[config.mk]
export PLATFORM = sky130hd
export DESIGN_NAME = morse_receptor
export DESIGN_NICKNAME = d
export VERILOG_FILES = /design/src/rtl/morse_receptor.sv
export SDC_FILE = /design/constraint.sdc
export NUM_CORES = 1
export LEC_CHECK = 0
export ABC_AREA = 1
export BUFFER_PORTS_ARGS = -buffer_cell sky130_fd_sc_hd__buf_4
export CAP_MARGIN = 20
export CORE_ASPECT_RATIO = 0.75
export CORE_UTILIZATION = 40
export DETAILED_ROUTE_END_ITERATION = 7
export HOLD_SLACK_MARGIN = 0.03
export SETUP_SLACK_MARGIN = 0.5
export SYNTH_ARGS = -nofsm -noshare
export SYNTH_HDL_FRONTEND = slang
export SYNTH_SLANG_ARGS = --single-unit
[constraint.sdc]
create_clock -name CLK -period 3.77 [get_ports CLK]
set_clock_uncertainty 0.2 [all_clocks]
set_input_delay 0.377 -clock CLK [delete_from_list [all_inputs] [get_ports CLK]]
set_output_delay 0.377 -clock CLK [all_outputs]
set_load 0.03 [all_outputs]
[src/rtl/morse_receptor.sv]
`timescale 1ns/1ps
// morse_receptor: Morse line receiver. Synchronizes the keyed line, times
// marks and gaps, classifies dots/dashes, and emits one-cycle pulses carrying
// the decoded ASCII character (or a word space) with its element pattern.
module morse_receptor #(
  parameter int UNIT_CYCLES = 8
) (
  input  logic       CLK,
  input  logic       RST,
  input  logic       linea,
  output logic       dato_valido,
  output logic [7:0] caracter,
  output logic [4:0] patron,
  output logic [2:0] largo,
  output logic       error
);

  localparam int SAT_I = 8 * UNIT_CYCLES;
  localparam int CW    = $clog2(SAT_I + 1);

  localparam logic [CW-1:0] CNT_SAT  = CW'(SAT_I);
  localparam logic [CW-1:0] CNT_ONE  = CW'(1);
  localparam logic [CW-1:0] DOT_MIN  = CW'(UNIT_CYCLES / 2);
  localparam logic [CW-1:0] DASH_MIN = CW'(2 * UNIT_CYCLES);
  // Gap counter holds cycles elapsed since the fall; deciding one cycle early
  // puts the registered pulse exactly 3 (or 7) units after the fall.
  localparam logic [CW-1:0] CHAR_THR = CW'(3 * UNIT_CYCLES - 1);
  localparam logic [CW-1:0] WORD_THR = CW'(7 * UNIT_CYCLES - 1);

  localparam logic [2:0] ELEM_OVF = 3'd6;
  localparam logic [7:0] ASCII_UNKNOWN = 8'h3F;
  localparam logic [7:0] ASCII_SPACE   = 8'h20;

  typedef enum logic [1:0] {REPOSO, TONO, PAUSA, PALABRA} estado_t;

  logic          sync_q, ls_q, ls_prev_q;
  logic [CW-1:0] run_q, run_d;
  logic [CW-1:0] gap_q, gap_d;
  estado_t       state_q, state_d;
  estado_t       prior_q, prior_d;
  logic [4:0]    pat_q, pat_d;
  logic [2:0]    cnt_q, cnt_d;
  logic          dv_q, dv_d;
  logic [7:0]    car_q, car_d;
  logic [4:0]    pout_q, pout_d;
  logic [2:0]    lout_q, lout_d;
  logic          err_q, err_d;
  logic [7:0]    code;

  // International Morse lookup keyed on {element count, pattern}.
  function automatic logic [7:0] decode(input logic [2:0] n, input logic [4:0] p);
    logic [7:0] c;
    c = ASCII_UNKNOWN;
    case ({n, p})
      8'b001_00000: c = 8'h45; // E
      8'b001_00001: c = 8'h54; // T
      8'b010_00000: c = 8'h49; // I
      8'b010_00001: c = 8'h41; // A
      8'b010_00010: c = 8'h4E; // N
      8'b010_00011: c = 8'h4D; // M
      8'b011_00000: c = 8'h53; // S
      8'b011_00001: c = 8'h55; // U
      8'b011_00010: c = 8'h52; // R
      8'b011_00011: c = 8'h57; // W
      8'b011_00100: c = 8'h44; // D
      8'b011_00101: c = 8'h4B; // K
      8'b011_00110: c = 8'h47; // G
      8'b011_00111: c = 8'h4F; // O
      8'b100_00000: c = 8'h48; // H
      8'b100_00001: c = 8'h56; // V
      8'b100_00010: c = 8'h46; // F
      8'b100_00100: c = 8'h4C; // L
      8'b100_00110: c = 8'h50; // P
      8'b100_00111: c = 8'h4A; // J
      8'b100_01000: c = 8'h42; // B
      8'b100_01001: c = 8'h58; // X
      8'b100_01010: c = 8'h43; // C
      8'b100_01011: c = 8'h59; // Y
      8'b100_01100: c = 8'h5A; // Z
      8'b100_01101: c = 8'h51; // Q
      8'b101_00000: c = 8'h35; // 5
      8'b101_00001: c = 8'h34; // 4
      8'b101_00011: c = 8'h33; // 3
      8'b101_00111: c = 8'h32; // 2
      8'b101_01111: c = 8'h31; // 1
      8'b101_11111: c = 8'h30; // 0
      8'b101_10000: c = 8'h36; // 6
      8'b101_11000: c = 8'h37; // 7
      8'b101_11100: c = 8'h38; // 8
      8'b101_11110: c = 8'h39; // 9
      default:      c = ASCII_UNKNOWN;
    endcase
    return c;
  endfunction

  // An overflowed count (6) never matches, so it decodes as unknown too.
  assign code = decode(cnt_q, pat_q);

  // Two-flop synchronizer for the asynchronous line, plus a delayed copy for edge detection.
  always_ff @(posedge CLK or negedge RST) begin
    if (!RST) begin
      sync_q    <= 1'b0;
      ls_q      <= 1'b0;
      ls_prev_q <= 1'b0;
    end else begin
      // NOTE: sequential state uses non-blocking assignments so every flop
      // samples pre-edge values regardless of statement order.
      sync_q    <= linea;
      ls_q      <= sync_q;
      ls_prev_q <= ls_q;
    end
  end

  // Run-length counter: length of the current constant ls run, saturating.
  always_comb begin
    if (ls_q != ls_prev_q) begin
      run_d = CNT_ONE;
    end else if (run_q == CNT_SAT) begin
      run_d = run_q;
    end else begin
      run_d = run_q + CNT_ONE;
    end
  end

  // State, counters, element buffer and registered outputs.
  always_ff @(posedge CLK or negedge RST) begin
    if (!RST) begin
      run_q   <= '0;
      gap_q   <= '0;
      state_q <= REPOSO;
      prior_q <= REPOSO;
      pat_q   <= '0;
      cnt_q   <= '0;
      dv_q    <= 1'b0;
      car_q   <= '0;
      pout_q  <= '0;
      lout_q  <= '0;
      err_q   <= 1'b0;
    end else begin
      run_q   <= run_d;
      gap_q   <= gap_d;
      state_q <= state_d;
      prior_q <= prior_d;
      pat_q   <= pat_d;
      cnt_q   <= cnt_d;
      dv_q    <= dv_d;
      car_q   <= car_d;
      pout_q  <= pout_d;
      lout_q  <= lout_d;
      err_q   <= err_d;
    end
  end

  // Next-state logic: mark classification, gap thresholds and event emission.
  always_comb begin
    // NOTE: every signal gets a default before the case so no path leaves one
    // unassigned, which would otherwise infer a latch.
    state_d = state_q;
    prior_d = prior_q;
    pat_d   = pat_q;
    cnt_d   = cnt_q;
    gap_d   = (gap_q == CNT_SAT) ? gap_q : gap_q + CNT_ONE;
    dv_d    = 1'b0;
    car_d   = car_q;
    pout_d  = pout_q;
    lout_d  = lout_q;
    err_d   = err_q;

    case (state_q)
      REPOSO: begin
        if (ls_q) begin
          state_d = TONO;
          prior_d = REPOSO;
        end
      end

      TONO: begin
        if (!ls_q) begin
          if (run_q < DOT_MIN) begin
            // Noise: restore the previous state; gap timing keeps running.
            state_d = prior_q;
          end else begin
            pat_d   = {pat_q[3:0], (run_q >= DASH_MIN)};
            cnt_d   = (cnt_q == ELEM_OVF) ? cnt_q : cnt_q + 3'd1;
            gap_d   = CNT_ONE;
            state_d = PAUSA;
          end
        end
      end

      PAUSA: begin
        if (gap_q >= CHAR_THR) begin
          // Threshold beats a mark starting this same cycle.
          dv_d    = 1'b1;
          car_d   = code;
          pout_d  = pat_q;
          lout_d  = cnt_q;
          err_d   = (code == ASCII_UNKNOWN);
          pat_d   = '0;
          cnt_d   = '0;
          state_d = ls_q ? TONO : PALABRA;
          prior_d = PALABRA;
        end else if (ls_q) begin
          state_d = TONO;
          prior_d = PAUSA;
        end
      end

      PALABRA: begin
        if (gap_q >= WORD_THR) begin
          dv_d    = 1'b1;
          car_d   = ASCII_SPACE;
          pout_d  = '0;
          lout_d  = '0;
          err_d   = 1'b0;
          state_d = ls_q ? TONO : REPOSO;
          prior_d = REPOSO;
        end else if (ls_q) begin
          state_d = TONO;
          prior_d = PALABRA;
        end
      end

      default: begin
        state_d = REPOSO;
      end
    endcase
  end

  assign dato_valido = dv_q;
  assign caracter    = car_q;
  assign patron      = pout_q;
  assign largo       = lout_q;
  assign error       = err_q;

endmodule

==> impl_metrics.tcl <==
set metrics [dict create \
    cp-startpoint "gap_q[0]$_DFF_PN0_" \
    worstSkewPairLatency_ps 290 \
    clk_pin_slew_ps 80 \
    synthToLayoutAreaGrowth_pct 11.7 \
    fp-row-count 25 \
    netlist_area_mm2 0.00271 \
    cap_violations 0 \
    die_w_um 97.0 \
    syn_nets 393 \
    crit_top_cell "nand2_1" \
    postLayoutCoreUtil 0.472 \
    firstDrtPassIters 5 \
    finalNetCount 416 \
    first_global_vias 2136 \
    num_vias 2478 \
    ant_nets 0 \
    grt_use_total 0.185 \
    crit_arrival_ps 2070 \
    finalNonFillerCells 489 \
    critPathCapture "prior_q[1]$_DFFE_PN0P_" \
    r2r_start "gap_q[0]$_DFF_PN0_" \
    ys_seq_elements 46 \
    worst_path_largest_cell_delay_ps 410 \
    ctsResizeCount 0 \
    run_status "finished clean" \
    async_reset_ff_frac 1.00 \
    cellLeakagePower_nw 1.61 \
    avgSynthCellArea_um2 7.05 \
    place_inst 479 \
    pin_count 21 \
    htreeDepth 2 \
    register_area_mm2 0.00115 \
    finalCriticalPeriod_ps 2080 \
    place_ws_ps 1720 \
    grt_max_degree 47 \
    final_cell_mix "118 x nand2_1, 55 x nor2_1, 46 x dfrtp_1, 38 x inv_1, 32 x nand3_1" \
    vias_per_cell 5.07 \
    rr_worst_depth 11 \
    p_per_area_mw_per_mm2 666 \
    dp_hpwl_um 4780 \
    setup_ws_ps 1690 \
    final.hold.worst_slack_ps 151 \
    yosysSeqAreaShare 0.425 \
    num-fill-cells 637 \
    min_path_type "reg -> reg" \
    fin_crit_sh 0.550 \
    synth_cells 384 \
    synth_edf_count 0 \
    cp_cell_sequence "ha_1 -> nand2_1 -> nand3_1 -> nand2_1 -> nand2_1 -> nand2_2 -> nand2_2 -> inv_2 -> nand2_1 -> nand2_1 -> nand2_1" \
    core_area_mm2 0.00641 \
    yosys.cell_types.count 33 \
    synth_ff_type "dfrtp_1" \
    start_kind "flop" \
    wire_per_inst_um 12.8 \
    slew_viol_final 0 \
    final-setup-viol-count 0 \
    ys_warn_count 0 \
    overflow 0 \
    gp_congestion 0.939 \
    drc 0 \
    initial_core_util 0.422 \
    rsz0062_at_grt "false" \
    fin_tns_setup_ps 0 \
    cts-root-buf "clkbuf_8" \
    n_antenna_cell 0 \
    tightestPinTransition_ps 576 \
    rrSetupSlack_ps 1690 \
    synthTopCellsByArea "dfrtp_1 42%, nand2_1 16%, nor2_1 7.6%" \
    crit_required_ps 3760 \
    placement.io_buffers 19 \
    final_hold_viol_count 0 \
    layout_commonest_cell "nand2_1" \
    r2r-end "prior_q[1]$_DFFE_PN0P_" \
    hold_buffers 2 \
    synth_top_area_frac 0.425 \
    wl_um 6240 \
    post_cts_buffers 0 \
    dr.first_iter.drc_count 177 \
    path_class "reg -> reg" \
    cp_max_fo 17 \
    grt_first_pass_wirelength_um 10300 \
    clk_path_buf_depth 2 \
    die_y_um 73.3 \
    synth.largest_area_cell "dfrtp_1" \
    fmaxAchievable_mhz 482 \
    clock_sinks 46 \
    cts_tree "built" \
    crit_path_end_kind "flop" \
    antenna_found_initial 0 \
    drive_above_1_share 0.120 \
    vdd_drop_max_v 0.000356 \
    cp_slowest_cell "dfrtp_1" \
    die_area_mm2 0.00711 \
    cts_buffers 5 \
    multi_input_area_mm2 0.00135 \
    relSlewSlack 0.616 \
]
## cells in the mapped netlist, types with 5 or more instances
cell,count
dfrtp_1,46
inv_1,38
nand2_2,6
nand3_1,32
o21ai_0,24
ha_1,6
nor2_2,5
a21oi_1,12
inv_2,6
nor2_1,55
nand2_1,118
nand4_1,6
## per-stage QoR
stage	instance area, um^2	power, W
after floorplan	2710	0.00145
after global placement	2910	0.00170
after detailed placement	2910	0.00172
after CTS	3030	0.00203
after global routing	3030	0.00219
final	3030	0.00202
## routing by layer
layer / vias to the layer above / GRT usage / share of wire
met3: 2 / 0.0523 / 0.074
met1: 1122 / 0.283 / 0.53
li1: 1268 / - / -
met4: 0 / 0.0365 / 0.0037
met2: 86 / 0.259 / 0.39
met5: - / 0 / 0
## cell type report
cell class	count	area share
clock buffers	7	0.0285
multi-input cells	289	0.447
clock inverters	1	0.00165
inverters	44	0.0546
flip-flops and latches	46	0.380
well taps	81	0.0335
repair buffers	21	0.0538
## power by group
part	total (W)	internal, W	switching, W
registers	0.000751	0.000629	0.000122
clock network	0.000307	0.000148	0.000159
logic	0.000957	0.000324	0.000633
## worst max-delay path: cells and delay by family (launching register included)
kind	cells	cell delay, ps
flip-flops	1	410
adder cells (fa/ha/maj)	1	220
AND/OR/NAND/NOR	9	910
buffers and inverters	1	230
## cell families (layout without fill, tap and decap cells)
logic type | after synthesis | count (layout) | synth area share
AND/OR/NAND/NOR | 231 | 231 | 0.363
buffers and inverters | 49 | 73 | 0.0753
AO/OA/AOI/OAI | 47 | 47 | 0.0947
flip-flops | 46 | 46 | 0.425
adder cells (fa/ha/maj) | 6 | 6 | 0.0277
XOR/XNOR | 4 | 4 | 0.0129
other | 1 | 1 | 0.00138
## flip-flops by register name, indices dropped and copies added, names as in the netlist
| name | count |
|---|---|
| cnt_q | 3 |
| pat_q | 5 |
| sync_q | 1 |
| error | 1 |
| gap_q | 7 |
| ls_q | 1 |
| prior_q | 2 |
| caracter | 7 |
| dato_valido | 1 |
| state_q | 2 |
| largo | 3 |
| patron | 5 |
| ls_prev_q | 1 |
| run_q | 7 |
## worst min path at each step
stage / cells after the start / end / from / slack, ps
global route: 0 / ls_q$_DFF_PN0_ / sync_q$_DFF_PN0_ / 170
finish: 0 / ls_q$_DFF_PN0_ / sync_q$_DFF_PN0_ / 150
global placement: 0 / ls_q$_DFF_PN0_ / sync_q$_DFF_PN0_ / 130
CTS: 0 / ls_q$_DFF_PN0_ / sync_q$_DFF_PN0_ / 150
detailed placement: 0 / ls_q$_DFF_PN0_ / sync_q$_DFF_PN0_ / 130
floorplan: 0 / caracter[0]$_DFFE_PN0P_ / RST / -120
Power figures use the tool's default switching activity.
